<file path="config.mk">
export PLATFORM = sky130hd
export DESIGN_NAME = word_serializer
export DESIGN_NICKNAME = d
export VERILOG_FILES = /design/src/rtl/word_serializer_pkg.sv /design/src/rtl/word_serializer.sv
export SDC_FILE = /design/constraint.sdc
export NUM_CORES = 1
export LEC_CHECK = 0
export ABC_CLOCK_PERIOD_IN_PS = 1400
export CAP_MARGIN = 0
export CELL_PAD_IN_SITES_DETAIL_PLACEMENT = 1
export CELL_PAD_IN_SITES_GLOBAL_PLACEMENT = 2
export CORE_MARGIN = 1.5
export CORE_UTILIZATION = 24
export DETAILED_ROUTE_END_ITERATION = 10
export PLACE_DENSITY = 0.69
export SYNTH_ARGS = -nofsm -noshare
export SYNTH_HDL_FRONTEND = slang
export SYNTH_SLANG_ARGS = --single-unit
</file>
<file path="constraint.sdc">
create_clock -name clk -period 1.4 [get_ports clk]
set_clock_uncertainty 0.05 [all_clocks]
set_input_delay 0.42 -clock clk [delete_from_list [all_inputs] [get_ports clk]]
set_output_delay 0.42 -clock clk [all_outputs]
set_load 0.02 [all_outputs]
</file>
<file path="src/rtl/word_serializer_pkg.sv">
`default_nettype none
// ============================================================================
//  Module      : word_serializer_pkg
//  Description : Shared types and defaults for the word serializer.
//                Provides the 2-bit state encoding, the default word width
//                and the default idle line level.
//  Revision    : 1.0  initial release
// ============================================================================
package word_serializer_pkg;

    typedef enum logic [1:0] {
        ST_IDLE   = 2'd0,
        ST_SHIFT  = 2'd1,
        ST_PARITY = 2'd2
    } state_t;

    localparam int   DEFAULT_WIDTH    = 8;
    localparam logic DEFAULT_IDLE_BIT = 1'b0;

endpackage : word_serializer_pkg
`default_nettype wire

</file>
<file path="src/rtl/word_serializer.sv">
`default_nettype none
// ============================================================================
//  Module      : word_serializer
//  Description : Parallel-to-serial converter. Accepts WIDTH-bit words over a
//                valid/ready handshake and emits them one bit per clock.
//                Optional macro WORD_SERIALIZER_PARITY_EN appends one even
//                parity bit (XOR of the word) after the data bits.
//  Ports       : clk       - clock, rising edge
//                rst       - synchronous active-high reset
//                in_data   - word to serialize (sampled on acceptance only)
//                in_valid  - in_data is valid
//                in_ready  - block can accept a word this cycle
//                ser_out   - serial bit stream (IDLE_BIT when not sending)
//                ser_valid - ser_out carries a live bit
//                busy      - a word is in flight
//  Revision    : 1.0  initial release
// ============================================================================
module word_serializer
    import word_serializer_pkg::*;
#(
    parameter int   WIDTH     = DEFAULT_WIDTH,
    parameter int   MSB_FIRST = 1,
    parameter logic IDLE_BIT  = DEFAULT_IDLE_BIT
) (
    input  logic             clk,
    input  logic             rst,
    input  logic [WIDTH-1:0] in_data,
    input  logic             in_valid,
    output logic             in_ready,
    output logic             ser_out,
    output logic             ser_valid,
    output logic             busy
);

    localparam int                 c_cnt_w    = $clog2(WIDTH);
    localparam logic [c_cnt_w-1:0] c_cnt_last = c_cnt_w'(WIDTH - 1);

    state_t             r_state;
    state_t             w_state_nxt;
    logic [WIDTH-1:0]   r_shreg;
    logic [WIDTH-1:0]   w_shreg_nxt;
    logic [c_cnt_w-1:0] r_cnt;
    logic [c_cnt_w-1:0] w_cnt_nxt;
    logic               r_ser_out;
    logic               w_ser_out_nxt;
    logic               r_ser_valid;
    logic               w_ser_valid_nxt;
    logic               r_busy;
    logic               w_ready;
    logic               w_accept;
`ifdef WORD_SERIALIZER_PARITY_EN
    logic               r_parity;
    logic               w_parity_nxt;
`endif

    // The first bit of a word is driven straight from in_data on the accept
    // edge, so the shift register only holds the remaining bits.
    logic               w_load_bit;
    logic [WIDTH-1:0]   w_load_rest;
    logic               w_shift_bit;
    logic [WIDTH-1:0]   w_shift_rest;

    generate
        if (MSB_FIRST != 0) begin : g_msb_first
            assign w_load_bit   = in_data[WIDTH-1];
            assign w_load_rest  = {in_data[WIDTH-2:0], 1'b0};
            assign w_shift_bit  = r_shreg[WIDTH-1];
            assign w_shift_rest = {r_shreg[WIDTH-2:0], 1'b0};
        end else begin : g_lsb_first
            assign w_load_bit   = in_data[0];
            assign w_load_rest  = {1'b0, in_data[WIDTH-1:1]};
            assign w_shift_bit  = r_shreg[0];
            assign w_shift_rest = {1'b0, r_shreg[WIDTH-1:1]};
        end
    endgenerate

    // Readiness depends only on registered state and rst, never on in_valid.
    always_comb begin
        w_ready = 1'b0;
        case (r_state)
            ST_IDLE:   w_ready = 1'b1;
`ifdef WORD_SERIALIZER_PARITY_EN
            ST_PARITY: w_ready = 1'b1;
`else
            ST_SHIFT:  w_ready = (r_cnt == c_cnt_last);
`endif
            default:   w_ready = 1'b0;
        endcase
    end

    assign in_ready = w_ready && !rst;
    assign w_accept = in_valid && in_ready;

    always_comb begin
        w_state_nxt     = ST_IDLE;
        w_shreg_nxt     = r_shreg;
        w_cnt_nxt       = r_cnt;
        w_ser_out_nxt   = IDLE_BIT;
        w_ser_valid_nxt = 1'b0;
`ifdef WORD_SERIALIZER_PARITY_EN
        w_parity_nxt    = r_parity;
`endif
        case (r_state)
            ST_SHIFT: begin
                if (r_cnt != c_cnt_last) begin
                    w_state_nxt     = ST_SHIFT;
                    w_shreg_nxt     = w_shift_rest;
                    w_cnt_nxt       = r_cnt + c_cnt_w'(1);
                    w_ser_out_nxt   = w_shift_bit;
                    w_ser_valid_nxt = 1'b1;
                end else begin
`ifdef WORD_SERIALIZER_PARITY_EN
                    w_state_nxt     = ST_PARITY;
                    w_ser_out_nxt   = r_parity;
                    w_ser_valid_nxt = 1'b1;
`endif
                end
            end
            default: ;
        endcase

        // Acceptance overrides the fall-back to IDLE; this is what makes
        // back-to-back words seamless.
        if (w_accept) begin
            w_state_nxt     = ST_SHIFT;
            w_shreg_nxt     = w_load_rest;
            w_cnt_nxt       = '0;
            w_ser_out_nxt   = w_load_bit;
            w_ser_valid_nxt = 1'b1;
`ifdef WORD_SERIALIZER_PARITY_EN
            w_parity_nxt    = ^in_data;
`endif
        end
    end

    always_ff @(posedge clk) begin
        if (rst) begin
            r_state     <= ST_IDLE;
            r_shreg     <= '0;
            r_cnt       <= '0;
            r_ser_out   <= IDLE_BIT;
            r_ser_valid <= 1'b0;
            r_busy      <= 1'b0;
        end else begin
            r_state     <= w_state_nxt;
            r_shreg     <= w_shreg_nxt;
            r_cnt       <= w_cnt_nxt;
            r_ser_out   <= w_ser_out_nxt;
            r_ser_valid <= w_ser_valid_nxt;
            r_busy      <= (w_state_nxt != ST_IDLE);
        end
    end

`ifdef WORD_SERIALIZER_PARITY_EN
    always_ff @(posedge clk) begin
        if (rst) begin
            r_parity <= 1'b0;
        end else begin
            r_parity <= w_parity_nxt;
        end
    end
`endif

    assign ser_out   = r_ser_out;
    assign ser_valid = r_ser_valid;
    assign busy      = r_busy;

endmodule : word_serializer
`default_nettype wire

</file>
# Yosys cells after proc, flatten, opt, wreduce, memory -nomap -nowiden
# Cells that the tools add are included.
[word_totals] elab_cells=33 in_bits=11 latchBits=0 reg_bits=15 mem_count=0 romBits=0 mem_bits_rw=0 output_inout_bits=4
[classes] n_mul=0 magnitude_cmp=0 mux=13 reduce_logical=10 shift=0 n_bitwise=0 addsub=1 div_mod_pow=0 eq_ne=3
[op_table] cell="2-to-1 mux 8 bit" count=3
[op_table] cell="2-to-1 mux 1 bit" count=8
[op_table] cell="nonzero test 2 bit" count=3
[op_table] cell="AND reduction 2 bit" count=2
[op_table] cell="adder 3 x 1 -> 3 bit, second input constant" count=1
[op_table] cell="== test 3 bit, second input constant" count=1
[op_table] cell="!= test 3 bit, second input constant" count=1
[op_table] cell="== test 2 x 1 -> 1 bit, second input constant" count=1
[op_table] cell="logical AND 1 bit" count=2
[op_table] cell="logical NOT 2 bit" count=1
[op_table] cell="2-to-1 mux 2 bit" count=1
[op_table] cell="one-hot mux 1 bit (2 select lines)" count=1
[op_table] cell="OR reduction 2 bit" count=1
[op_table] cell="logical NOT 1 bit" count=1

# Longest topological paths before layout
# Gate-level depths: netlist (run 1).
[depth] ltp_word=6 mapped_depth=7 depth_no_buf=5

# Worst setup path after synthesis (run 1)
# Ideal clock, no wire load.
[synth_path] kind="register -> output" from="register r_cnt[0]" to="output port in_ready" setup_slack_ns=-0.199 n_path_buf=0 path_stages_with_launch=5 t_arrival_ns=1.129 required_time_ns=0.930 path_cell_list="dfxtp_1 -> ha_1 -> ha_1 -> nor2b_1 -> nor2_1"
[synth_between] elab_chain_len=3
[synth_rtl] element="start: declaration" line_no="word_serializer.sv:42" rtl="logic [c_cnt_w-1:0] r_cnt;"
[synth_rtl] element="start signal: assignment" line_no="word_serializer.sv:147" rtl="r_cnt <= w_cnt_nxt;"
[synth_rtl] element="== test 3 bit" line_no="word_serializer.sv:85" rtl="ST_SHIFT: w_ready = (r_cnt == c_cnt_last);"
[synth_rtl] element="one-hot mux 1 bit (2 select lines)" line_no="word_serializer.sv:80" rtl="case (r_state)"
[synth_rtl] element="logical AND 1 bit" line_no="word_serializer.sv:91" rtl="assign in_ready = w_ready && !rst;"
[synth_rtl] element="end: declaration" line_no="word_serializer.sv:29" rtl="output logic in_ready,"
# Every way passes these cells.

# Final worst setup path (run 1)
# Ends and elaborated chain as after synthesis.

==> results.md, run 1 <==
* Status: finished, violations left
* Failing checks: setup timing
* Post-synth top area share at 44.9%
* Worst setup path start: r_cnt[0]
* Sw Pwr at 0.197 mW
* Post-DP HPWL at 888 um
* FF-to-FF Start: r_cnt[0]
* Initial DRC Count at 2
* Most used DFF post-synth: dfxtp_1
* Yosys warns at 0
* Synth area leaders: dfxtp_1 (45%), mux2i_1 (13%), a211oi_1 (8.4%), nor2_1 (6.3%), ha_1 (4.7%)
* Hold WC Path Type: reg -> reg
* Max-slew violations at 0
* Total Wirelength at 1310 um
* Most common library cells after synthesis: dfxtp_1 (12), nor2_1 (9), mux2i_1 (7)
* Clock period minus worst slack at 1.69 ns
* Clk Latency, worst-skew pair at 0.27 ns
* # setup viols final at 1
* Detailed Routing Iterations Pass 1 at 2
* Area delta synth->final at 53.3%
* CP startpoint kind: register
* Max Root-Sink Buffers at 2
* Fill cells at 228
* Achievable Freq at 593 MHz
* Seq/Total Area, Yosys at 44.9%
* Final period util at 120%
* RSZ-0062 raised after global routing: yes
* Pwr dens at 984 mW/mm^2
* CP endpoint: in_ready
* Post-Synthesis Cells at 56
* Routed vias/inst at 4.61
* Synthesized area per cell at 9.56 sq um
* Setup crit end kind: primary output
* Worst rel slew slack at 87.8%
* #FFs+latches synth at 12
* Final Core Density at 40.6%
* Std cell rows at 16
* Port Buf Inserts at 14
* Static leakage at 0.341 nW
* N_diodes at 0
* Vert. Die Dim at 50.2 um
* Maximum vdd drop at 0.000404 V
* Inserted Clock Buffers at 3
* Routed WL per cell at 12.5 um
* Root Driver: clkbuf_4
* Critical path type: reg -> out
* Largest net degree at the start of global routing at 17
* Vias at 484
* Async SR Flop Fraction at 0%
* GRT Overall Usage at 12.0%
* Synth cell types at 16
* Total grt overflow at 0
* Final Hold Fails at 0
* Synth Cell Area at 536 sq um
* TritonCTS clock tree: yes
* Vias in the first global route at 513
* Logic pwr share at 19.4%
* # IOs at 15
* CP Max Fanout at 2
* Area leader, netlist: dfxtp_1
* Die W at 50.2 um
* Sink Count at 12
* Post-synth EDFFs at 0
* Wire length of the first global-routing pass at 2280 um
* Most frequent cell after synthesis: dfxtp_1
* Core Area at 0.00202 sq mm
* Sequential Power Share at 46.7%
* Layout cells sized above 1 at 29.5%
* Net Sw Frac at 24.4%
* Hold depth at 2
* CTS clk-pin slew, worst paths at 0.08 ns
* Fin Hold WS at 0.412 ns
* Slew @ Worst Pin at 0.178 ns
* WP data arrival at 1.22 ns
* Htree depth at 1
* Post-DRT Antenna Nets at 0
* Worst path required time at 0.93 ns
* # Max-Cap Violations at 0
* Die area at 0.00252 sq mm
* Clock share of power at 33.8%
* Post-route DRC at 0
* Hold_buf cts at 0
* Post-route setup slack at -0.286 ns
* Starting Density at 26.5%
* Syn Nets at 69
* R2R Path End: r_shreg[4]
* Worst Reg-to-Reg Cells at 6
* Pint at 0.611 mW
* Final nets at 92
* RD Place Congestion at 0.630
* R2R setup slack at 0.05 ns
* Initial antenna violation count at 0
[sequential cells by signal, indices dropped and copies added, names as in the netlist]
| register | flops |
|---|---|
| r_cnt | 3 |
| ser_out | 1 |
| r_shreg | 7 |
| ser_valid | 1 |
[layout by cell type (no fill, tap or decap)]
| cell | count |
|---|---|
| clkbuf_4 | 3 |
| nand2b_1 | 2 |
| nand3b_1 | 3 |
| nor2_2 | 1 |
| buf_12 | 1 |
| ha_4 | 2 |
| buf_4 | 8 |
| a211oi_2 | 1 |
| clkbuf_8 | 1 |
| a21oi_1 | 4 |
| nand3_1 | 1 |
| nand2_1 | 3 |
| nor3_1 | 1 |
| buf_2 | 2 |
| dfxtp_2 | 2 |
| clkdlybuf4s15_1 | 1 |
| mux2i_1 | 7 |
| nor2b_4 | 1 |
| clkdlybuf4s50_1 | 10 |
| nor2_1 | 8 |
| buf_6 | 1 |
| a211oi_1 | 5 |
| dfxtp_1 | 10 |
[cell type report]
class | count | area, sq um | share of cell area [%]
Clock buffer | 4 | 36.3 | 4.42
Multi-Input combinational cell | 39 | 297 | 36.1
Sequential cell | 12 | 243 | 29.6
Tap cell | 27 | 33.8 | 4.12
Timing Repair Buffer | 23 | 211 | 25.8
[worst max-delay path, stage by stage, from the launching register on]
cell	delay, ns
dfxtp_2	0.34
ha_4	0.16
ha_4	0.16
nor2b_4	0.11
nor2_2	0.05
buf_6	0.12
[per-stage QoR]
stage               area, sq um  setup slack, ns  TNS [ns]  power [mW]  instances
floorplan                   557          0.00425         0       0.466         56
global placement            748           -0.683     -1.58       0.534         99
detailed placement          748           -0.679     -1.72       0.536         99
CTS                         815           -0.280    -0.280       0.813        105
global route                821           -0.334    -0.338       0.851        105
finish                      821           -0.286    -0.286       0.808        105
[worst min-delay path by stage]
| stage | startpoint | to | slack, ns |
|---|---|---|---|
| floorplan | r_shreg[7] | ser_out | 0.38 |
| global placement | r_shreg[7] | ser_out | 0.41 |
| detailed placement | r_shreg[7] | ser_out | 0.40 |
| CTS | r_shreg[7] | ser_out | 0.42 |
| global route | r_shreg[7] | ser_out | 0.46 |
| finish | r_shreg[7] | ser_out | 0.41 |
[cells by family after synthesis]
kind of cell	Yosys count	synth area share [%]
simple gates	20	18.0
flops	12	44.9
compound gates	10	12.1
mux	7	13.1
buf+inv	5	7.24
fa+ha+maj	2	4.67
[layer usage]
layer	routed length (um)	track usage [%]	share of wire, %	vias to the layer above
li1	-	-	-	241
met2	609	18.9	47	12
met5	0	0	0	-
met4	27	8.33	2.1	0
met3	70	2.38	5.4	2
met1	601	14.7	46	229
[timing repair]
item | in CTS | in global routing
cloned | 0 | 0
gates resized for setup | 20 | 2
pin swaps | 1 | 3
setup endpoints to repair | 5 | 5
setup buffers | 2 | 1
endpoints found under the hold margin | 0 | 0
[power by group through the flow]
stage / logic (mW) / registers (mW) / clock network (mW)
after floorplan: 0.0795 / 0.386 / 0
after global placement: 0.151 / 0.383 / 0
after detailed placement: 0.153 / 0.384 / 0
after CTS: 0.154 / 0.378 / 0.281
after global routing: 0.173 / 0.381 / 0.297
final: 0.157 / 0.378 / 0.273
(Power assumes the default switching activity.)
==> run 2, diff against run 1 <==
--- a/config.mk
+++ b/config.mk
@@ -9,10 +9,11 @@
 export CAP_MARGIN = 0
 export CELL_PAD_IN_SITES_DETAIL_PLACEMENT = 1
 export CELL_PAD_IN_SITES_GLOBAL_PLACEMENT = 2
+export CORE_ASPECT_RATIO = 1.25
 export CORE_MARGIN = 1.5
 export CORE_UTILIZATION = 24
 export DETAILED_ROUTE_END_ITERATION = 10
-export PLACE_DENSITY = 0.69
+export PLACE_DENSITY_LB_ADDON = 0.1
 export SYNTH_ARGS = -nofsm -noshare
 export SYNTH_HDL_FRONTEND = slang
 export SYNTH_SLANG_ARGS = --single-unit
==> run 2 against run 1 <==
Compared with the run above:
- the run still ends with setup timing left
- sequential share of layout area decreased by 0.13 points
- sequential power about the same
- final area increased by 0.46%
- final cell count increased by 1.9%
- non-clock buffer count unchanged
- combinational power increased by 3%
- sequential cell count unchanged
- count of clock-buffer cells in the layout decreased by 1
- highest routed layer unchanged
==> results.md, run 2 (same netlist as run 1, synthesis figures left out) <==
* Status: finished, violations left
* Failing checks: setup timing
* GRT Overall Usage at 12.6% (+0.58 points)
* Largest net degree at the start of global routing at 13 (-4)
* # setup viols final at 1 (unchanged)
* RD Place Congestion at 0.621 (-1.5%)
* Max-slew violations at 0 (unchanged)
* N_diodes at 0 (unchanged)
* Wire length of the first global-routing pass at 2220 um (-2.5%)
* Critical path type: reg -> out
* CTS clk-pin slew, worst paths at 0.07 ns (about the same)
* RSZ-0062 raised after global routing: yes
* Vert. Die Dim at 55.8 um (+11%)
* Clk Latency, worst-skew pair at 0.27 ns (about the same)
* Post-DRT Antenna Nets at 0 (unchanged)
* Final period util at 121% (+0.38 points)
* Die W at 45.3 um (-9.9%)
* Hold WC Path Type: reg -> reg
* TritonCTS clock tree: yes
* Starting Density at 26.1% (-0.36 points)
* Post-route setup slack at -0.292 ns (-0.00526 ns)
* Layout cells sized above 1 at 31.2% (+1.7 points)
* Htree depth at 1 (unchanged)
* Post-DP HPWL at 927 um (+4.3%)
* Initial DRC Count at 4 (+2)
* Vias in the first global route at 503 (-1.9%)
* Final instance area at 825 sq um (+0.46%)
* Setup crit end kind: primary output
* Routed WL per cell at 12.2 um (-2.4%)
* Fin Hold WS at 0.404 ns (-0.00801 ns)
* FF-to-FF Start: r_cnt[0]
* Final setup TNS at -0.292 ns (-0.00526 ns)
* Worst setup path start: r_cnt[0]
* CP Max Fanout at 2 (unchanged)
* Post-place instance area at 752 sq um (+0.50%)
* # IOs at 15 (unchanged)
* Die area at 0.00253 sq mm (about the same)
* Port Buf Inserts at 14 (unchanged)
* Detailed Routing Iterations Pass 1 at 3 (+1)
* WP data arrival at 1.22 ns (about the same)
* Worst path required time at 0.93 ns (about the same)
* Initial antenna violation count at 0 (unchanged)
* Core Area at 0.00205 sq mm (+1.4%)
* Worst slack, placed at -0.684 ns (-0.00473 ns)
* CP startpoint kind: register
* Pwr dens at 912 mW/mm^2 (-7.3%)
* Total grt overflow at 0 (unchanged)
* Post-route DRC at 0 (unchanged)
* Placed Cells at 102 (+3.0%)
* Achievable Freq at 591 MHz (-0.31%)
* Sink Count at 12 (unchanged)
* Vias at 485 (+0.21%)
* Routed vias/inst at 4.53 (-1.7%)
* Fin cells at 107 (+1.9%)
* Inserted Clock Buffers at 3 (unchanged)
* Total Wirelength at 1300 um (-0.54%)
* Std cell rows at 18 (+2)
* Slew @ Worst Pin at 0.204 ns (+0.0262 ns)
* Final nets at 92 (unchanged)
* Most frequent cells in the layout: clkdlybuf4s50_1 (10), dfxtp_1 (10), mux2i_1 (7), nor2_1 (7), buf_4 (6)
* Clock period minus worst slack at 1.69 ns (+0.00526 ns)
* Most flops, register: r_shreg
* Worst rel slew slack at 86.5% (-1.4 points)
* Max Root-Sink Buffers at 2 (unchanged)
* Number of flip-flops in the largest register at 7 (unchanged)
* Min-delay src: r_shreg[7]
* Root Driver: clkbuf_4
* Static leakage at 0.338 nW (-0.65%)
* Hold_buf cts at 0 (unchanged)
* Overall power at 0.752 mW (-6.9%)
* Final Hold Fails at 0 (unchanged)
* # Max-Cap Violations at 0 (unchanged)
* Maximum vdd drop at 0.000482 V (+19%)
* Biggest regs: r_shreg x7, r_cnt x3
* Final Core Density at 40.2% (-0.36 points)
* Area delta synth->final at 54.0%
run 2: worst paths after layout:
kind                                   end  slack (ns)  cells after the start
worst max register to register  r_shreg[3]        0.06                      6
worst min-delay path               ser_out        0.40                      2
worst min register to register     ser_out        0.40                      2
worst max-delay path              in_ready       -0.29                      5
run 2: cell type report:
class	instances	area [sq um]
Clock buffer	3	22.5
Fill cell	242	1220
Multi-Input combinational cell	39	304
Sequential cell	12	243
Tap cell	30	37.5
Timing Repair Buffer	23	218
run 2: worst max-delay path, cell delays in order, from the launching register on:
cell	delay, ns
dfxtp_2	0.34
ha_4	0.16
ha_4	0.16
nor2b_4	0.11
nor2_2	0.05
buf_6	0.12
run 2: routing by layer:
layer | track usage [%] | routed length, um
met1 | 12.9 | 544
met2 | 20.6 | 663
met3 | 4.87 | 58
met4 | 7.56 | 36
met5 | 0 | 0
run 2: what timing repair did:
action | CTS | global route
resized for setup | 20 | 5
buffers inserted | 2 | 0
setup endpoints to repair | 8 | 5
run 2: power by group:
group	total, mW	switching (mW)	internal, mW
sequential	0.378	0.0134	0.365
clock	0.213	0.113	0.0995
combinational	0.161	0.0694	0.0917
total	0.752	0.196	0.556
